--- src/rtl/npu_seq.sv ---
// Job sequencer for a 3x3 systolic array: fetches input vectors, skews them onto the
// array rows, deskews the column results and writes one 48-bit result per vector.
module npu_seq #(
    parameter int unsigned AWIDTH = 4,
    parameter int unsigned LAT    = 3
) (
    input  logic              wb_clk_i,
    input  logic              wb_rst_i,
    input  logic              start,
    input  logic              abort,
    input  logic [3:0]        len,
    output logic [AWIDTH-1:0] in_rd_addr,
    input  logic [23:0]       in_rd_data,
    output logic              en,
    output logic [7:0]        in1,
    output logic [7:0]        in2,
    output logic [7:0]        in3,
    input  logic [15:0]       o_1,
    input  logic [15:0]       o_2,
    input  logic [15:0]       o_3,
    output logic              out_we,
    output logic [AWIDTH-1:0] out_addr,
    output logic [47:0]       out_wdata,
    output logic              busy,
    output logic              done
);

    // cyc_q counts from 0 in the first FETCH cycle, i.e. cyc_q = issue cycle + 2
    localparam int unsigned CW = $clog2(LAT + 24);

    typedef enum logic [1:0] {StIdle, StFetch, StRun, StFinish} state_e;

    state_e             state_q, state_d;
    logic [CW-1:0]      cyc_q, cyc_d;
    logic [3:0]         len_q, len_d;
    logic [AWIDTH-1:0]  rd_addr_q, rd_addr_d;
    logic [7:0]         in1_q, in1_d, in2_q, in2_d, in3_q, in3_d;
    logic [7:0]         b1_q, b1_d, b2a_q, b2a_d, b2b_q, b2b_d;
    logic [15:0]        d1a_q, d1a_d, d1b_q, d1b_d, d2a_q, d2a_d;
    logic               en_q, en_d, we_q, we_d, busy_q, busy_d, done_q, done_d;
    logic [AWIDTH-1:0]  oaddr_q, oaddr_d;
    logic [47:0]        wdata_q, wdata_d;

    logic [CW-1:0]      len_c, cyc_inc, en_last, wr_first, last_c;
    logic               run_ok;

    assign len_c    = CW'(len_q);
    assign cyc_inc  = cyc_q + CW'(1);
    assign en_last  = len_c + CW'(LAT + 2);
    assign wr_first = CW'(LAT + 4);
    assign last_c   = len_c + CW'(LAT + 4);

    always_ff @(posedge wb_clk_i) begin
        if (wb_rst_i) begin
            state_q   <= StIdle;
            cyc_q     <= '0;
            len_q     <= '0;
            rd_addr_q <= '0;
            in1_q     <= '0;
            in2_q     <= '0;
            in3_q     <= '0;
            b1_q      <= '0;
            b2a_q     <= '0;
            b2b_q     <= '0;
            d1a_q     <= '0;
            d1b_q     <= '0;
            d2a_q     <= '0;
            en_q      <= 1'b0;
            we_q      <= 1'b0;
            busy_q    <= 1'b0;
            done_q    <= 1'b0;
            oaddr_q   <= '0;
            wdata_q   <= '0;
        end else begin
            state_q   <= state_d;
            cyc_q     <= cyc_d;
            len_q     <= len_d;
            rd_addr_q <= rd_addr_d;
            in1_q     <= in1_d;
            in2_q     <= in2_d;
            in3_q     <= in3_d;
            b1_q      <= b1_d;
            b2a_q     <= b2a_d;
            b2b_q     <= b2b_d;
            d1a_q     <= d1a_d;
            d1b_q     <= d1b_d;
            d2a_q     <= d2a_d;
            en_q      <= en_d;
            we_q      <= we_d;
            busy_q    <= busy_d;
            done_q    <= done_d;
            oaddr_q   <= oaddr_d;
            wdata_q   <= wdata_d;
        end
    end

    always_comb begin
        state_d = state_q;
        unique case (state_q)
            StIdle: begin
                if (start) state_d = (len != 4'd0) ? StFetch : StFinish;
            end
            StFetch: begin
                if (abort)                   state_d = StIdle;
                else if (cyc_q == CW'(1))    state_d = StRun;
            end
            StRun: begin
                if (abort)                   state_d = StIdle;
                else if (cyc_q == last_c)    state_d = StFinish;
            end
            StFinish: state_d = StIdle;
            default:  state_d = StIdle;
        endcase
    end

    // Job continues into the next cycle: neither aborted nor leaving RUN for FINISH
    assign run_ok = (state_q == StFetch || state_q == StRun) &&
                    (state_d == StFetch || state_d == StRun);

    always_comb begin
        cyc_d     = cyc_q;
        len_d     = len_q;
        rd_addr_d = rd_addr_q;
        oaddr_d   = oaddr_q;
        in1_d     = '0;
        in2_d     = '0;
        in3_d     = '0;
        b1_d      = '0;
        b2a_d     = '0;
        b2b_d     = '0;
        d1a_d     = o_1;
        d1b_d     = d1a_q;
        d2a_d     = o_2;
        en_d      = 1'b0;
        we_d      = 1'b0;
        wdata_d   = '0;
        busy_d    = (state_d != StIdle);
        done_d    = (state_d == StFinish);

        if (state_q == StIdle && start && len != 4'd0) begin
            len_d     = len;
            cyc_d     = '0;
            rd_addr_d = '0;
        end

        if (run_ok) begin
            cyc_d = cyc_inc;
            if (cyc_inc < len_c) rd_addr_d = AWIDTH'(cyc_inc);
            // Read data for vector cyc_q-1 is on the bus now
            if (cyc_q >= CW'(1) && cyc_q <= len_c) begin
                in1_d = in_rd_data[7:0];
                b1_d  = in_rd_data[15:8];
                b2a_d = in_rd_data[23:16];
            end
            in2_d = b1_q;
            b2b_d = b2a_q;
            in3_d = b2b_q;
            en_d  = (cyc_q >= CW'(1)) && (cyc_q <= en_last);
            if (cyc_q >= wr_first && (cyc_q - wr_first) < len_c) begin
                we_d    = 1'b1;
                oaddr_d = AWIDTH'(cyc_q - wr_first);
                wdata_d = {o_3, d2a_q, d1b_q};
            end
        end
    end

    assign in_rd_addr = rd_addr_q;
    assign en         = en_q;
    assign in1        = in1_q;
    assign in2        = in2_q;
    assign in3        = in3_q;
    assign out_we     = we_q;
    assign out_addr   = oaddr_q;
    assign out_wdata  = wdata_q;
    assign busy       = busy_q;
    assign done       = done_q;

endmodule

--- config.mk ---
export PLATFORM = sky130hd
export DESIGN_NAME = npu_seq
export DESIGN_NICKNAME = d
export VERILOG_FILES = /design/src/rtl/npu_seq.sv
export SDC_FILE = /design/constraint.sdc
export NUM_CORES = 1
export LEC_CHECK = 0
export CAP_MARGIN = 30
export CORE_UTILIZATION = 50
export DETAILED_ROUTE_END_ITERATION = 10
export GPL_ROUTABILITY_DRIVEN = 1
export MAX_ROUTING_LAYER = met4
export PLACE_DENSITY = 0.84
export SYNTH_ARGS = -nofsm -noshare
export SYNTH_HDL_FRONTEND = slang
export SYNTH_SLANG_ARGS = --single-unit
--- constraint.sdc ---
create_clock -name wb_clk_i -period 5.15 [get_ports wb_clk_i]
set_input_delay 0.7725 -clock wb_clk_i [delete_from_list [all_inputs] [get_ports wb_clk_i]]
set_output_delay 0.7725 -clock wb_clk_i [all_outputs]
set_load 0.02 [all_outputs]
==> run metrics <==
vias in the first global route roughly 3900; routed vias/inst between 4 and 5; total gr overflow 0; TNS Setup 0 ns; # fillers 766; synth warn 0; Yosys cell types 50; commonest non-fill, non-tap cells in the layout dfxtp_1, clkdlybuf4s50_1, nor2b_1; CTS max path bufs 2; Clock Pin Slew Worst Setup and Hold Paths 0.06 ns; Final min period between 4 and 5 ns; DR iter-0 viols between 150 and 200; Comb pwr share 6.9%; Post-synth ARST share 0%; Fin. Hold Viols 0; post-cts resize count 0; commonest non-fill, non-tap cell in the layout dfxtp_1; Leak 3.285 nW; busiest grt layer met2; TritonRoute pass-1 iters 4; post-route cell area 7970 um^2; routed len/inst between 10 and 15 um; row cnt 38; CTS Buf Count 17; Initial Utilization 51.75%; Synth Flop Type dfxtp_1; Worst Hold Path Cells 1; Yosys reg bits around 170; Die Y 108.4 um; FMAX about 0.25 GHz; post-CTS setup buffer count 0; register area share after synthesis 59.08%; placed wire-length estimate 8061 um; post-synth net total 602; post-route ant nets 0; Nets 760; Placed Area 7388 um^2; RSZ-0062 raised after global routing no; Worst VDD drop 0.2227 mV; Clk Latency, worst-skew pair 0.41 ns; NetSw just over 600 uW; die area 11750 um^2; clock network fraction of total power ~45%; first-pass GRT wire length 18580 um; global placement routability congestion ~0.91; Die X 108.4 um; routing usage on met2 35.94%; CTS tree done; hold-fix buffers at CTS 0; Seq pwr share 48.6%; worst reg-to-reg path cell count 11; Startpoint Class register; met1 GRT Util 23.91%; worst-path fanout max 33; Global Route met3 Usage between 5 and 6%; Max Cap Viol 0; Critical Path Sink Type register; actual slew at the worst max-slew pin slightly above 1 ns; worst rel slew slack between 30% and 40%; Pwr Density around 340 nW/um^2; outcome completed; Clock Skew 0.01240 ns; switching part of the total 22.36%; clk sinks around 170; Slew Viols, Final 0; Worst Path Arrival 4.39 ns; DRC Markers 0; Crit path required time 5.46 ns; critical path class reg2reg; Pint between 2 and 2.5 mW; area growth from synthesis to layout 40.84%; Syn Inst Count 498; Vias about 4000; Diodes inserted 0; initial antenna violation count 0; placeable core area 10940 um^2; input/output buffers 163; HP Class reg2reg; Synth Area per Inst roughly 11 um^2; # IOs 164; WL final roughly 12000 um; Root Driver clkbuf_16; pin count of the biggest net entering global routing 56; Netlist Area Pre-Place 5659 um^2; layout cells sized above 1 10.16%; htree depth 4; Setup violations, final 0; Post-synth EDFFs 0; Final period util 79.25%; Global Route Usage Sum 21.29%
## layout make-up
| type | instances | area, um^2 | share of cell area (%) |
|---|---|---|---|
| sequential | 167 | 3343 | 41.95 |
| multi-input combinational | 288 | 2133 | 26.77 |
| timing repair buffer | 168 | 1684 | 21.13 |
| clock buffer | 19 | 442.9 | 5.557 |
| tap | 140 | 175.2 | 2.198 |
| clock inverter | 13 | 138.9 | 1.743 |
| inverter | 14 | 52.55 | 0.6593 |
## worst max-delay path, cell delays in order, from the launching register on
cell	delay (ns)
dfxtp_1	0.64
or4b_4	0.72
a21bo_4	0.26
nand2b_2	0.08
a21oi_2	0.07
a31o_2	0.23
ha_1	0.32
nand2_1	0.25
nor2_1	0.17
buf_4	0.24
o31a_1	0.66
nor4bb_1	0.34
## power by group through the flow
stage / clock network (mW) / logic (mW) / registers (mW)
finish: 1.21 / 0.188 / 1.32
global route: 1.30 / 0.204 / 1.33
CTS: 1.24 / 0.188 / 1.33
detailed placement: 0 / 0.185 / 1.35
global placement: 0 / 0.176 / 1.35
floorplan: 0 / 0.0947 / 1.35
## layer usage
metal / share of wire (%) / vias up
li1: - / 2016
met1: 43 / 1865
met2: 50 / 120
met3: 5.0 / 15
met4: 1.6 / 0
met5: 0 / -
## flip-flops by register name, indices dropped and copies added, names as in the netlist
register / cells
out_wdata: 48
d1a_q: 16
d1b_q: 16
d2a_q: 16
b1_q: 8
b2a_q: 8
b2b_q: 8
in1: 8
in2: 8
in3: 8
cyc_q: 5
in_rd_addr: 4
len_q: 4
out_addr: 4
state_q: 2
busy: 1
done: 1
en: 1
out_we: 1
## cell families (layout without fill, tap and decap cells)
kind of cell | Yosys count | after routing | synth area share [%]
buffers and inverters | 43 | 214 | 3.228
AO/OA/AOI/OAI | 48 | 48 | 6.213
XOR/XNOR | 11 | 11 | 1.702
flip-flops | 167 | 167 | 59.08
multiplexers | 2 | 2 | 0.3538
AND/OR/NAND/NOR | 203 | 203 | 24.12
adder cells (fa/ha/maj) | 24 | 24 | 5.306
## metrics by stage
step | cells | hold slack [ns] | power (mW) | setup WS (ns) | utilization (%)
final | 809 | 0.4242 | 2.724 | 1.068 | 72.88
after global routing | 809 | 0.4383 | 2.827 | 0.7333 | 72.88
after CTS | 809 | 0.4256 | 2.751 | 1.074 | 72.88
after detailed placement | 777 | 0.4105 | 1.539 | 0.7781 | 67.56
after global placement | 776 | 0.4100 | 1.528 | 0.9372 | 67.31
after floorplan | 498 | 0.4057 | 1.448 | 1.902 | -
## path summary, 6_finish.rpt
path                    startpoint                  end  slack [ns]
min            b2b_q[6]$_SDFF_PP0_    in3[6]$_SDFF_PP0_        0.42
min reg2reg    b2b_q[6]$_SDFF_PP0_    in3[6]$_SDFF_PP0_        0.42
max reg2reg  cyc_q[4]$_SDFFE_PP0P_  b2a_q[1]$_SDFF_PP0_        1.07
max          cyc_q[4]$_SDFFE_PP0P_  b2a_q[1]$_SDFF_PP0_        1.07
## synthesized netlist by cell type, types with 2 or more instances
library cell,instances,area [um^2]
nand3_1,4,20.02
xor2_1,6,52.55
nor3_1,3,15.01
clkbuf_1,18,67.56
o21ai_0,6,30.03
nor2_1,17,63.81
xnor2_1,5,43.79
inv_1,14,52.55
buf_2,2,10.01
clkbuf_2,6,30.03
a31oi_1,3,18.77
nor4bb_1,6,60.06
dfxtp_1,167,3343
o22ai_1,2,12.51
nor2b_1,53,331.6
o21a_1,5,37.54
nand2_1,14,52.55
o2111ai_1,3,26.28
o31ai_1,3,22.52
a211oi_1,4,30.03
ha_1,24,300.3
or4_1,2,15.01
and4bb_2,19,237.7
o31a_1,2,17.52
and3_1,49,306.5
nand2b_1,2,12.51
mux2i_1,2,20.02
a21oi_1,10,50.05
and2_1,25,156.4
a21oi_2,2,17.52
(Power assumes the default switching activity.)
